## src/rtl/cpu7_ifu_fcl.sv

```systemverilog
// Fetch control for the IFU PC datapath.
// Issues instruction requests under an outstanding/queue credit limit.
// Drives the active-low one-hot pc_bf mux selects.
// Drops stale returns after a redirect.
// Buffers returned instructions for decode port0.
module cpu7_ifu_fcl #(
  parameter int MAX_OUTST = 2,
  parameter int IQ_DEPTH  = 4
) (
  input  logic        clock,
  input  logic        reset,
  input  logic [31:0] inst_addr,
  output logic        inst_req,
  input  logic        inst_addr_ok,
  input  logic        inst_valid,
  input  logic [31:0] inst_rdata,
  input  logic        inst_ex,
  input  logic [5:0]  inst_exccode,
  output logic        inst_cancel,
  input  logic        br_cancel,
  output logic        pcbf_sel_init_l,
  output logic        pcbf_sel_old_l,
  output logic        pcbf_sel_inc_l,
  output logic        pcbf_sel_br_l,
  input  logic        o_allow0,
  output logic        o_valid0,
  output logic [31:0] o_port0_pc,
  output logic [31:0] o_port0_inst,
  output logic        o_port0_ex,
  output logic [5:0]  o_port0_exccode
);

  localparam int OW = $clog2(MAX_OUTST + 1);
  localparam int CW = $clog2(IQ_DEPTH + 1);
  localparam int PW = (MAX_OUTST > 1) ? $clog2(MAX_OUTST) : 1;
  localparam int IW = (IQ_DEPTH > 1) ? $clog2(IQ_DEPTH) : 1;
  // iq entry layout: {pc[31:0], inst[31:0], ex, exccode[5:0]}
  localparam int EW = 71;

  logic [OW-1:0] outst_q, outst_d;
  logic [OW-1:0] drop_q, drop_d;
  logic          acc_q, acc_d;
  logic [CW-1:0] iq_cnt_q, iq_cnt_d;
  logic [IW-1:0] iq_wp_q, iq_wp_d;
  logic [IW-1:0] iq_rp_q, iq_rp_d;
  logic [PW-1:0] pq_wp_q, pq_wp_d;
  logic [PW-1:0] pq_rp_q, pq_rp_d;

  logic [31:0]   pq_mem_q [MAX_OUTST];
  logic [EW-1:0] iq_mem_q [IQ_DEPTH];

  logic          acc;
  logic          ret;
  logic          iq_push;
  logic          iq_pop;
  logic [CW:0]   credit_sum;
  logic [31:0]   ret_pc;
  logic [EW-1:0] head;

  function automatic logic [IW-1:0] iq_next(input logic [IW-1:0] p);
    return (p == IW'(IQ_DEPTH - 1)) ? '0 : p + IW'(1);
  endfunction

  function automatic logic [PW-1:0] pq_next(input logic [PW-1:0] p);
    return (p == PW'(MAX_OUTST - 1)) ? '0 : p + PW'(1);
  endfunction

  // Credit rule: never more fetches in flight than the iq can still absorb.
  assign credit_sum = (CW+1)'(outst_q) + (CW+1)'(iq_cnt_q);
  assign inst_req   = reset & ~br_cancel & (outst_q < OW'(MAX_OUTST))
                    & (credit_sum < (CW+1)'(IQ_DEPTH));
  assign acc        = inst_req & inst_addr_ok;
  // A return with nothing tracked (e.g. from before a reset) is ignored.
  assign ret        = inst_valid & (outst_q != '0);
  assign iq_push    = ret & ~br_cancel & (drop_q == '0);
  assign ret_pc     = pq_mem_q[pq_rp_q];
  assign inst_cancel = br_cancel;

  // One-hot low selects, priority init > br > inc > old.
  assign pcbf_sel_init_l = reset;
  assign pcbf_sel_br_l   = ~(reset & br_cancel);
  assign pcbf_sel_inc_l  = ~(reset & ~br_cancel & acc_q);
  assign pcbf_sel_old_l  = ~(reset & ~br_cancel & ~acc_q);

  assign o_valid0 = (iq_cnt_q != '0);
  assign iq_pop   = o_valid0 & o_allow0;
  assign head     = iq_mem_q[iq_rp_q];

  assign o_port0_pc      = o_valid0 ? head[70:39] : '0;
  assign o_port0_inst    = o_valid0 ? head[38:7]  : '0;
  assign o_port0_ex      = o_valid0 ? head[6]     : 1'b0;
  assign o_port0_exccode = o_valid0 ? head[5:0]   : '0;

  // Next-state for counters, pointers and the drop counter.
  always_comb begin
    outst_d  = outst_q;
    drop_d   = drop_q;
    acc_d    = acc;
    iq_cnt_d = iq_cnt_q;
    iq_wp_d  = iq_wp_q;
    iq_rp_d  = iq_rp_q;
    pq_wp_d  = pq_wp_q;
    pq_rp_d  = pq_rp_q;

    if (acc && !ret) begin
      outst_d = outst_q + OW'(1);
    end else if (!acc && ret) begin
      outst_d = outst_q - OW'(1);
    end

    if (acc) pq_wp_d = pq_next(pq_wp_q);
    if (ret) pq_rp_d = pq_next(pq_rp_q);

    // On redirect every fetch still in flight after this cycle is stale.
    if (br_cancel) begin
      drop_d = outst_q - OW'(ret);
    end else if (ret && (drop_q != '0)) begin
      drop_d = drop_q - OW'(1);
    end

    if (br_cancel) begin
      iq_cnt_d = '0;
      iq_rp_d  = iq_wp_q;
    end else begin
      if (iq_push) iq_wp_d = iq_next(iq_wp_q);
      if (iq_pop)  iq_rp_d = iq_next(iq_rp_q);
      if (iq_push && !iq_pop) begin
        iq_cnt_d = iq_cnt_q + CW'(1);
      end else if (!iq_push && iq_pop) begin
        iq_cnt_d = iq_cnt_q - CW'(1);
      end
    end
  end

  // Control state, cleared by synchronous active-low reset.
  always_ff @(posedge clock) begin
    if (!reset) begin
      outst_q  <= '0;
      drop_q   <= '0;
      acc_q    <= 1'b0;
      iq_cnt_q <= '0;
      iq_wp_q  <= '0;
      iq_rp_q  <= '0;
      pq_wp_q  <= '0;
      pq_rp_q  <= '0;
    end else begin
      outst_q  <= outst_d;
      drop_q   <= drop_d;
      acc_q    <= acc_d;
      iq_cnt_q <= iq_cnt_d;
      iq_wp_q  <= iq_wp_d;
      iq_rp_q  <= iq_rp_d;
      pq_wp_q  <= pq_wp_d;
      pq_rp_q  <= pq_rp_d;
    end
  end

  // Storage for request pcs and queued instructions; validity lives in the counters.
  always_ff @(posedge clock) begin
    if (acc) begin
      pq_mem_q[pq_wp_q] <= inst_addr;
    end
    if (iq_push) begin
      iq_mem_q[iq_wp_q] <= {ret_pc, inst_rdata, inst_ex, inst_exccode};
    end
  end

endmodule

```

## config.mk

```make
export PLATFORM = sky130hd
export DESIGN_NAME = cpu7_ifu_fcl
export DESIGN_NICKNAME = d
export VERILOG_FILES = /design/src/rtl/cpu7_ifu_fcl.sv
export SDC_FILE = /design/constraint.sdc
export NUM_CORES = 1
export LEC_CHECK = 0
export ABC_AREA = 1
export CAP_MARGIN = 20
export CORE_MARGIN = 2
export CORE_UTILIZATION = 50
export DETAILED_ROUTE_END_ITERATION = 12
export MAX_ROUTING_LAYER = met4
export PLACE_DENSITY = 0.83
export SETUP_SLACK_MARGIN = 0.05
export SYNTH_ARGS = -nofsm -noshare
export SYNTH_HDL_FRONTEND = slang
export SYNTH_SLANG_ARGS = --single-unit
```

## constraint.sdc

```tcl
create_clock -name clock -period 7.1 [get_ports clock]
set_clock_uncertainty 0.2 [all_clocks]
set_input_delay 1.775 -clock clock [delete_from_list [all_inputs] [get_ports clock]]
set_output_delay 1.775 -clock clock [all_outputs]
set_load 0.005 [all_outputs]
```

; ---- Word-level counts from Yosys, hierarchy flattened
; Memory sizes are Yosys's and may differ from the RTL's. A register that Yosys moved wholly into a read port is not among the register bits.
; Cells that the tools add are included.
[word_totals]
reg_bits = 14
latch_bits = 0
ramBits = 348
romBits = 0
output_inout_bits = 78
word_cells = 85
memories = 2
[memory_table]
columns = name, words, word_bits, rd, rd_clocked_by_memory_dff, wr, line
row1 = iq_mem_q, 4, 71, 1, 1, 1, 50  ; logic [EW-1:0] iq_mem_q [IQ_DEPTH];
row2 = pq_mem_q, 2, 32, 1, 1, 1, 49  ; logic [31:0] pq_mem_q [MAX_OUTST];
[classes]
add_sub_neg = 11
multipliers = 0
div_mod_pow = 0
order_cmp = 2
n_eq_ne = 2
shifts = 0
mux = 24
bitwise_logic = 17
n_reduce_logical = 19
[op_table]
columns = operator, count
row1 = 32-bit two-way mux, 2
row2 = 2-bit two-way mux, 10
row3 = 2-bit nonzero test, 6
row4 = 1-bit bitwise AND, 11
row5 = 1-bit two-way mux, 9
row6 = "2-bit by 1-bit adder with 2-bit output, second input constant", 3
row7 = 3-bit two-way mux, 2
row8 = 6-bit two-way mux, 1
row9 = 1-bit inverter, 6
row10 = 1-bit logical AND, 5
row11 = 2-bit by 3-bit adder with 4-bit output, 1
row12 = "2-bit equality test, second input constant", 2
row13 = 1-bit logical NOT, 4
row14 = "4-bit by 3-bit < comparator with 1-bit output, second input constant", 1
row15 = "2-bit by 1-bit subtractor with 2-bit output, second input constant", 2
row16 = "3-bit by 1-bit adder with 3-bit output, second input constant", 1
row17 = 3-bit nonzero test, 1
row18 = "3-bit by 1-bit subtractor with 3-bit output, second input constant", 1
row19 = "1-bit adder, second input constant", 2
row20 = 2-bit logical NOT, 1
row21 = "2-bit < comparator, second input constant", 1
row22 = 2-bit AND reduction, 1
row23 = 2-bit OR reduction, 1
row24 = 2-bit by 1-bit subtractor with 2-bit output, 1

; ---- Depth between registers and ports, before layout
; Gate-level depths: netlist (run 1).
[logic_depth]
word_depth = 9
mapped_depth = 12
depth_no_buf = 12

; ---- Worst setup path before layout (run 1)
; No wires, ideal clock.
[synth_path]
path_type = in2reg
startpoint = input port inst_valid
endpoint = memory iq_mem_q[0][0], enable pin
setup_ns = 0.500
t_arrival_ns = 5.135
required_time_ns = 6.400
path_slack_ns = 1.265
stages = 4
cell_sequence = nand2_1 nor3_4 inv_2 nor2_1
[synth_via]
elab_chain_cells = 5
[synth_lines]
columns = element, line
row1 = "start, declared", 15  ; input logic inst_valid,
row2 = 1-bit bitwise AND, 74  ; assign ret = inst_valid & (outst_q != '0);
row3 = 1-bit bitwise AND (2 in series), 75  ; assign iq_push = ret & ~br_cancel & (drop_q == '0);
row4 = 1-bit two-way mux, 163  ; if (iq_push) begin
row5 = 1-bit two-way mux (implied by the code), 164  ; iq_mem_q[iq_wp_q] <= {ret_pc, inst_rdata, inst_ex, inst_exccode};
row6 = "end, declared", 50
; No other way between the ends.

==> results of run 1 <==
## sequential cells by signal, summed over array words and instances, names as in the netlist, named ones only
register / cells
pq_wp_q: 1
iq_rp_q: 2
iq_wp_q: 2
pq_rp_q: 1
pq_mem_q: 64
acc_q: 1
drop_q: 2
iq_mem_q: 284
outst_q: 2
iq_cnt_q: 3
## where the power goes
group	switching [µW]	leakage [µW]	internal [µW]
combinational	283	0.00191	232
sequential	52.3	0.00328	2440
clock	782	0.000589	1140
## cell usage in the layout (no fill, tap or decap), types with 2 or more instances in the layout
master             n
ha_1              10
dfxtp_1           14
or2_2              3
a21oi_1           84
clkdlybuf4s50_1  154
nand3_1            7
o21ai_0           70
clkinv_2           3
inv_6              4
nor2_4             5
bufinv_16          4
buf_4             11
clkbuf_1           9
o21ai_1           80
mux2_2            31
inv_1             23
edfxtp_1         348
inv_2              6
clkinv_1           9
nand2_1           29
clkbuf_16         38
dfxtp_4            2
nor2_1           297
## through the flow
step	cells	instance area [µm²]	power, µW	utilization, %	setup slack, ns
4_1_cts	1630	17300	4970	61.9	1.44
2_1_floorplan	1079	14300	2810	-	1.26
3_3_place_gp	1561	16100	3030	57.5	1.69
6_report	1630	17300	4930	61.9	1.47
5_1_grt	1630	17300	5130	61.9	1.28
3_5_place_dp	1561	16100	3050	57.5	1.68
## cell type report
type | count | area (µm²) | share of cell area (%)
Timing Repair Buffer | 165 | 1620 | 9.40
Clock buffer | 47 | 985 | 5.70
Clock inverter | 22 | 233 | 1.35
Multi-Input combinational cell | 622 | 3050 | 17.6
Tap cell | 378 | 473 | 2.74
Inverter | 31 | 119 | 0.688
Sequential cell | 365 | 10800 | 62.5
## cells by family after synthesis
kind of cell,count (synthesis),synth area share (%)
flip-flops,365,75.7
AND/OR/NAND/NOR,345,9.34
AO/OA/AOI/OAI,234,8.21
buffers and inverters,92,3.23
multiplexers,32,2.53
adder cells (fa/ha/maj),11,1.02
## critical path, stage by stage (launching register included)
cell and delay (ns):
dfxtp_4 1.01, inv_2 0.56, buf_4 0.46, nor2_1 0.16, o21ai_1 0.08, a21oi_1 0.24, clkdlybuf4s50_1 0.56
## worst max-delay path by stage
| stage | startpoint | endpoint | slack (ns) | cells after the start |
|---|---|---|---|---|
| floorplan | inst_valid | iq_mem_q[0][0] | 1.26 | 4 |
| finish | flop | o_port0_pc[4] | 1.47 | 6 |
| global route | flop | o_port0_exccode[5] | 1.28 | 6 |
| global placement | br_cancel | inst_req | 1.69 | 6 |
| detailed placement | br_cancel | inst_req | 1.68 | 6 |
| CTS | flop | o_port0_pc[4] | 1.44 | 6 |
## metal layers
layer,routed length (µm),GRT usage (%)
met1,11800,23.5
met2,14900,35.2
met3,1760,3.32
met4,665,6.32
met5,0,-
==> flow_summary_export.csv, run 1 <==
group,metric,value,unit
run_status,status,"finished, final reports clean",
synth,synth_area_leaders,"edfxtp_1 (73%), nor2_1 (8.0%), a21oi_1 (2.9%), o21ai_1 (2.8%), o21ai_0 (2.5%)",
min_path,holdCritPathClass,"flop to flop",
power,p_per_area,285,nW/µm²
worst_setup_path,path_max_fanout,72,
cells_and_area,nFillCells,2051,
sta,slew_violations,0,
clock_tree,cts_made_buffers,38,
synth,synth_seq_area_share,75.7,%
worst_setup_path,ff2ff_setup_slack,4.13,ns
route,wl_per_cell,17.9,µm
sta,rsz0062_at_grt,"false",
clock_tree,postCtsSetupRepairBufs,0,
synth,synth_cells,1079,
route,antenna_left,0,
synth,syn-cell-area,14300,µm²
sta,tightest_slew,1.09,ns
worst_setup_path,cp_data_required_time,5.12,ns
die,start_util,51.0,%
route,dr_total_vias,8628,
placed_design,portBuffers,154,
worst_setup_path,start_kind,"flop",
clock_tree,cts.repair.resized,0,
sta,hold_violations,0,
synth,avgSynthCellArea,13.2,µm²
worst_setup_path,critPathCaptureType,"primary output",
sta,setup_viol,0,
route,drc,0,
die,num_io_pins,155,
power,power.leakage,0.00578,µW
synth,synth_top_cell_by_area,"edfxtp_1",
global_route,track_usage,20.0,%
global_route,grt_pass1_vias,8836,
cells_and_area,syn_to_final_growth,21.2,%
synth,syn-num-nets,1167,
die,die_h,173,µm
route,totalWireLength,29100,µm
clock_tree,tritoncts,"built",
placed_design,gp_congestion,0.778,
global_route,grt_start_max_net_pins,103,
global_route,antenna_found_initial,0,
global_route,grt_overflow_total,0,
synth,synth_cell_types,26,
worst_setup_path,r2r_cells,7,
synth,synth_commonest_cells,"edfxtp_1 (348), nor2_1 (302), a21oi_1 (84)",
synth,ys.flop_type,"edfxtp_1",
die,die_w,173,µm
die,rows,61,
clock_tree,h-tree-depth,2,
worst_setup_path,worstPathArrival,3.65,ns
min_path,whs_path_depth,1,
sta,fin_setup_tns,0,ns
sta,min_period,5.63,ns
sta,maxSlewHeadroom,26.9,%
min_path,min_from,"pq_rp_q",
clock_tree,clkTransAtPathRegs,0.06,ns
sta,fin_crit_sh,79.2,%
sta,max_freq,178,MHz
clock_tree,cts-root-buf,"clkbuf_16",
synth,ys_ff_latch,365,
cells_and_area,drive_above_1_share,9.11,%
run,drv_cap,0,
synth,ys_async_sr_fraction,0,%
die,fp.dieArea,29900,µm²
synth,synth_top_area_share,73.3,%
route,drtIter0Drc,610,
route,first_pass_iters,5,
clock_tree,clkLatencyLatePin,0.52,ns
clock_tree,hold_buffers,0,
route,vias_per_cell,5.29,
worst_setup_path,r2r-start,"outst_q[1]",
worst_setup_path,path_class,"flop to primary output",
worst_setup_path,r2r-end,"iq_mem_q[3][15]",
synth,synth_warnings,0,
synth,synth_edf_count,348,
cells_and_area,diodes,0,
clock_tree,numClockSinks,365,
power,peakVddDrop,0.000210,V
sta,whs,0.244,ns
cells_and_area,fin_nets,1311,
placed_design,hpwlAfterDp,15700,µm
clock_tree,clk_path_buf_depth,3,
synth,synth.most_common_cell,"edfxtp_1",
global_route,grt_pass1_wl,45500,µm
die,coreArea,27900,µm²
Note: power is estimated with default switching activity, not from simulation.
==> inputs of run 2 (changes only) <==
==> constraint.sdc (replaced) <==
create_clock -name clock -period 5.4 [get_ports clock]
set_clock_uncertainty 0.2 [all_clocks]
set_input_delay 1.35 -clock clock [delete_from_list [all_inputs] [get_ports clock]]
set_output_delay 1.35 -clock clock [all_outputs]
set_load 0.005 [all_outputs]
==> flow_summary_export.csv, run 2 (synthesis results as in run 1) <==
group,metric,value,unit
placed_design,hpwlAfterDp,16700,µm
route,wl_per_cell,18.2,µm
clock_tree,numClockSinks,365,
clock_tree,cts.repair.resized,0,
global_route,use_met3,3.87,%
clock_tree,postCtsSetupRepairBufs,0,
worst_setup_path,critPathCaptureType,"primary output",
min_path,min_from,"pq_rp_q",
worst_setup_path,cpMostUsedCell,"clkdlybuf4s50_1",
route,drtIter0Drc,885,
route,drc,0,
global_route,grt_start_max_net_pins,143,
clock_tree,clk_path_buf_depth,3,
cells_and_area,fin_nets,1320,
worst_setup_path,path_class,"input port to primary output",
sta,tightest_slew,1.09,ns
min_path,holdCritPathClass,"flop to flop",
sta,setup_ws,0.811,ns
worst_setup_path,r2r-end,"iq_mem_q[2][2]",
worst_setup_path,r2r-start,"outst_q[1]",
sta,slew_violations,0,
global_route,track_usage,20.2,%
global_route,use_met2,34.2,%
route,dr_total_vias,8746,
cells_and_area,layout_commonest_cell,"edfxtp_1",
cells_and_area,top_regs,"iq_mem_q (284), pq_mem_q (64), iq_cnt_q (3)",
power,p_per_area,373,nW/µm²
global_route,gr-max-usage-layer,"met2",
route,totalWireLength,29700,µm
clock_tree,hold_buffers,0,
sta,fin_crit_sh,85.0,%
sta,whs,0.250,ns
placed_design,portBuffers,154,
worst_setup_path,worstPathArrival,3.04,ns
power,peakVddDrop,0.000274,V
cells_and_area,design_area,17400,µm²
global_route,grt_pass1_vias,8871,
sta,min_period,4.59,ns
global_route,grt_overflow_total,0,
sta,maxSlewHeadroom,27.1,%
power,power.leakage,0.00584,µW
placed_design,place_ws,0.827,ns
route,antenna_left,0,
placed_design,place_area,16200,µm²
worst_setup_path,start_kind,"input port",
worst_setup_path,r2r_cells,7,
die,fp.dieArea,29900,µm²
worst_setup_path,path_max_fanout,14,
worst_setup_path,cp_data_required_time,3.85,ns
route,vias_per_cell,5.35,
min_path,whs_path_depth,1,
global_route,grtUsageMet1,25.3,%
global_route,grt_pass1_wl,46500,µm
sta,hold_violations,0,
cells_and_area,diodes,0,
worst_setup_path,ff2ff_setup_slack,2.80,ns
cells_and_area,drive_above_1_share,9.79,%
sta,rsz0062_at_grt,"false",
cells_and_area,largest_reg_flops,284,
die,die_w,173,µm
worst_setup_path,cp_slowest_stage_delay,0.52,ns
worst_setup_path,crit_buf_inv,3,
sta,setup_viol,0,
die,rows,61,
die,die_h,173,µm
cells_and_area,final_cell_mix,"edfxtp_1 (348), nor2_1 (297), clkdlybuf4s50_1 (154)",
route,first_pass_iters,5,
clock_tree,h-tree-depth,2,
worst_setup_path,crit_family,"buffers and inverters",
die,num_io_pins,155,
clock_tree,cts-root-buf,"clkbuf_16",
run,drv_cap,0,
die,coreArea,27900,µm²
worst_setup_path,worstPathCellList,"clkdlybuf4s50_1, inv_2, nand2_2, nor2_1, and2_1, clkdlybuf4s50_1",
sta,max_freq,218,MHz
clock_tree,tritoncts,"built",
clock_tree,cts_made_buffers,38,
clock_tree,clkTransAtPathRegs,0.05,ns
die,start_util,51.0,%
placed_design,gp_congestion,0.755,
run_status,status,"finished, final reports clean",
clock_tree,clkLatencyLatePin,0.51,ns
global_route,antenna_found_initial,0,
cells_and_area,top_register,"iq_mem_q",
cells_and_area,syn_to_final_growth,21.9,%
worst_setup_path,critPathSlowestCell,"clkdlybuf4s50_1",
==> run 2: cell count changes in the layout (fill, tap and decap cells not counted), sizes merged <==
cell,change
buf,+9
clkinvlp,+1
clkinv,-4
inv,-2
clkbuf,+1
==> run 2: worst max path at each step <==
stage	startpoint	endpoint	slack (ns)	depth (start not counted)
global placement	br_cancel	inst_req	0.84	6
CTS	br_cancel	inst_req	0.81	6
global route	br_cancel	inst_req	0.70	6
finish	br_cancel	inst_req	0.81	6
detailed placement	br_cancel	inst_req	0.83	6
floorplan	inst_valid	iq_mem_q[0][0]	-0.01	4
==> run 2: cell type report <==
cell class / instances / area, µm²
clock buffer: 48 / 998
clock inverter: 17 / 204
fill: 2052 / 10600
inverter: 31 / 119
multi-input combinational: 622 / 3050
sequential: 365 / 10800
tap: 378 / 473
timing repair buffer: 174 / 1740
==> run 2: power breakdown <==
part	leakage [µW]	switching [µW]	internal, µW
sequential	0.00328	45.8	3210
clock	0.000581	1020	1500
combinational	0.00198	403	310
total	0.00584	1460	5020
==> run 2: through the flow <==
stage          setup TNS [ns]  power, µW  instances  util [%]
2_1_floorplan           -2.89       3690       1079         -
3_3_place_gp                0       4000       1570      57.9
3_5_place_dp                0       4030       1570      57.9
4_1_cts                     0       6530       1635      62.2
5_1_grt                     0       6730       1635      62.2
6_report                    0       6490       1635      62.2
==> run 2: layer usage <==
| metal | up-vias | share of wire, % |
|---|---|---|
| met3 | 45 | 6.0 |
| li1 | 4129 | - |
| met5 | - | 0 |
| met1 | 4292 | 42 |
| met2 | 280 | 50 |
| met4 | 0 | 1.7 |
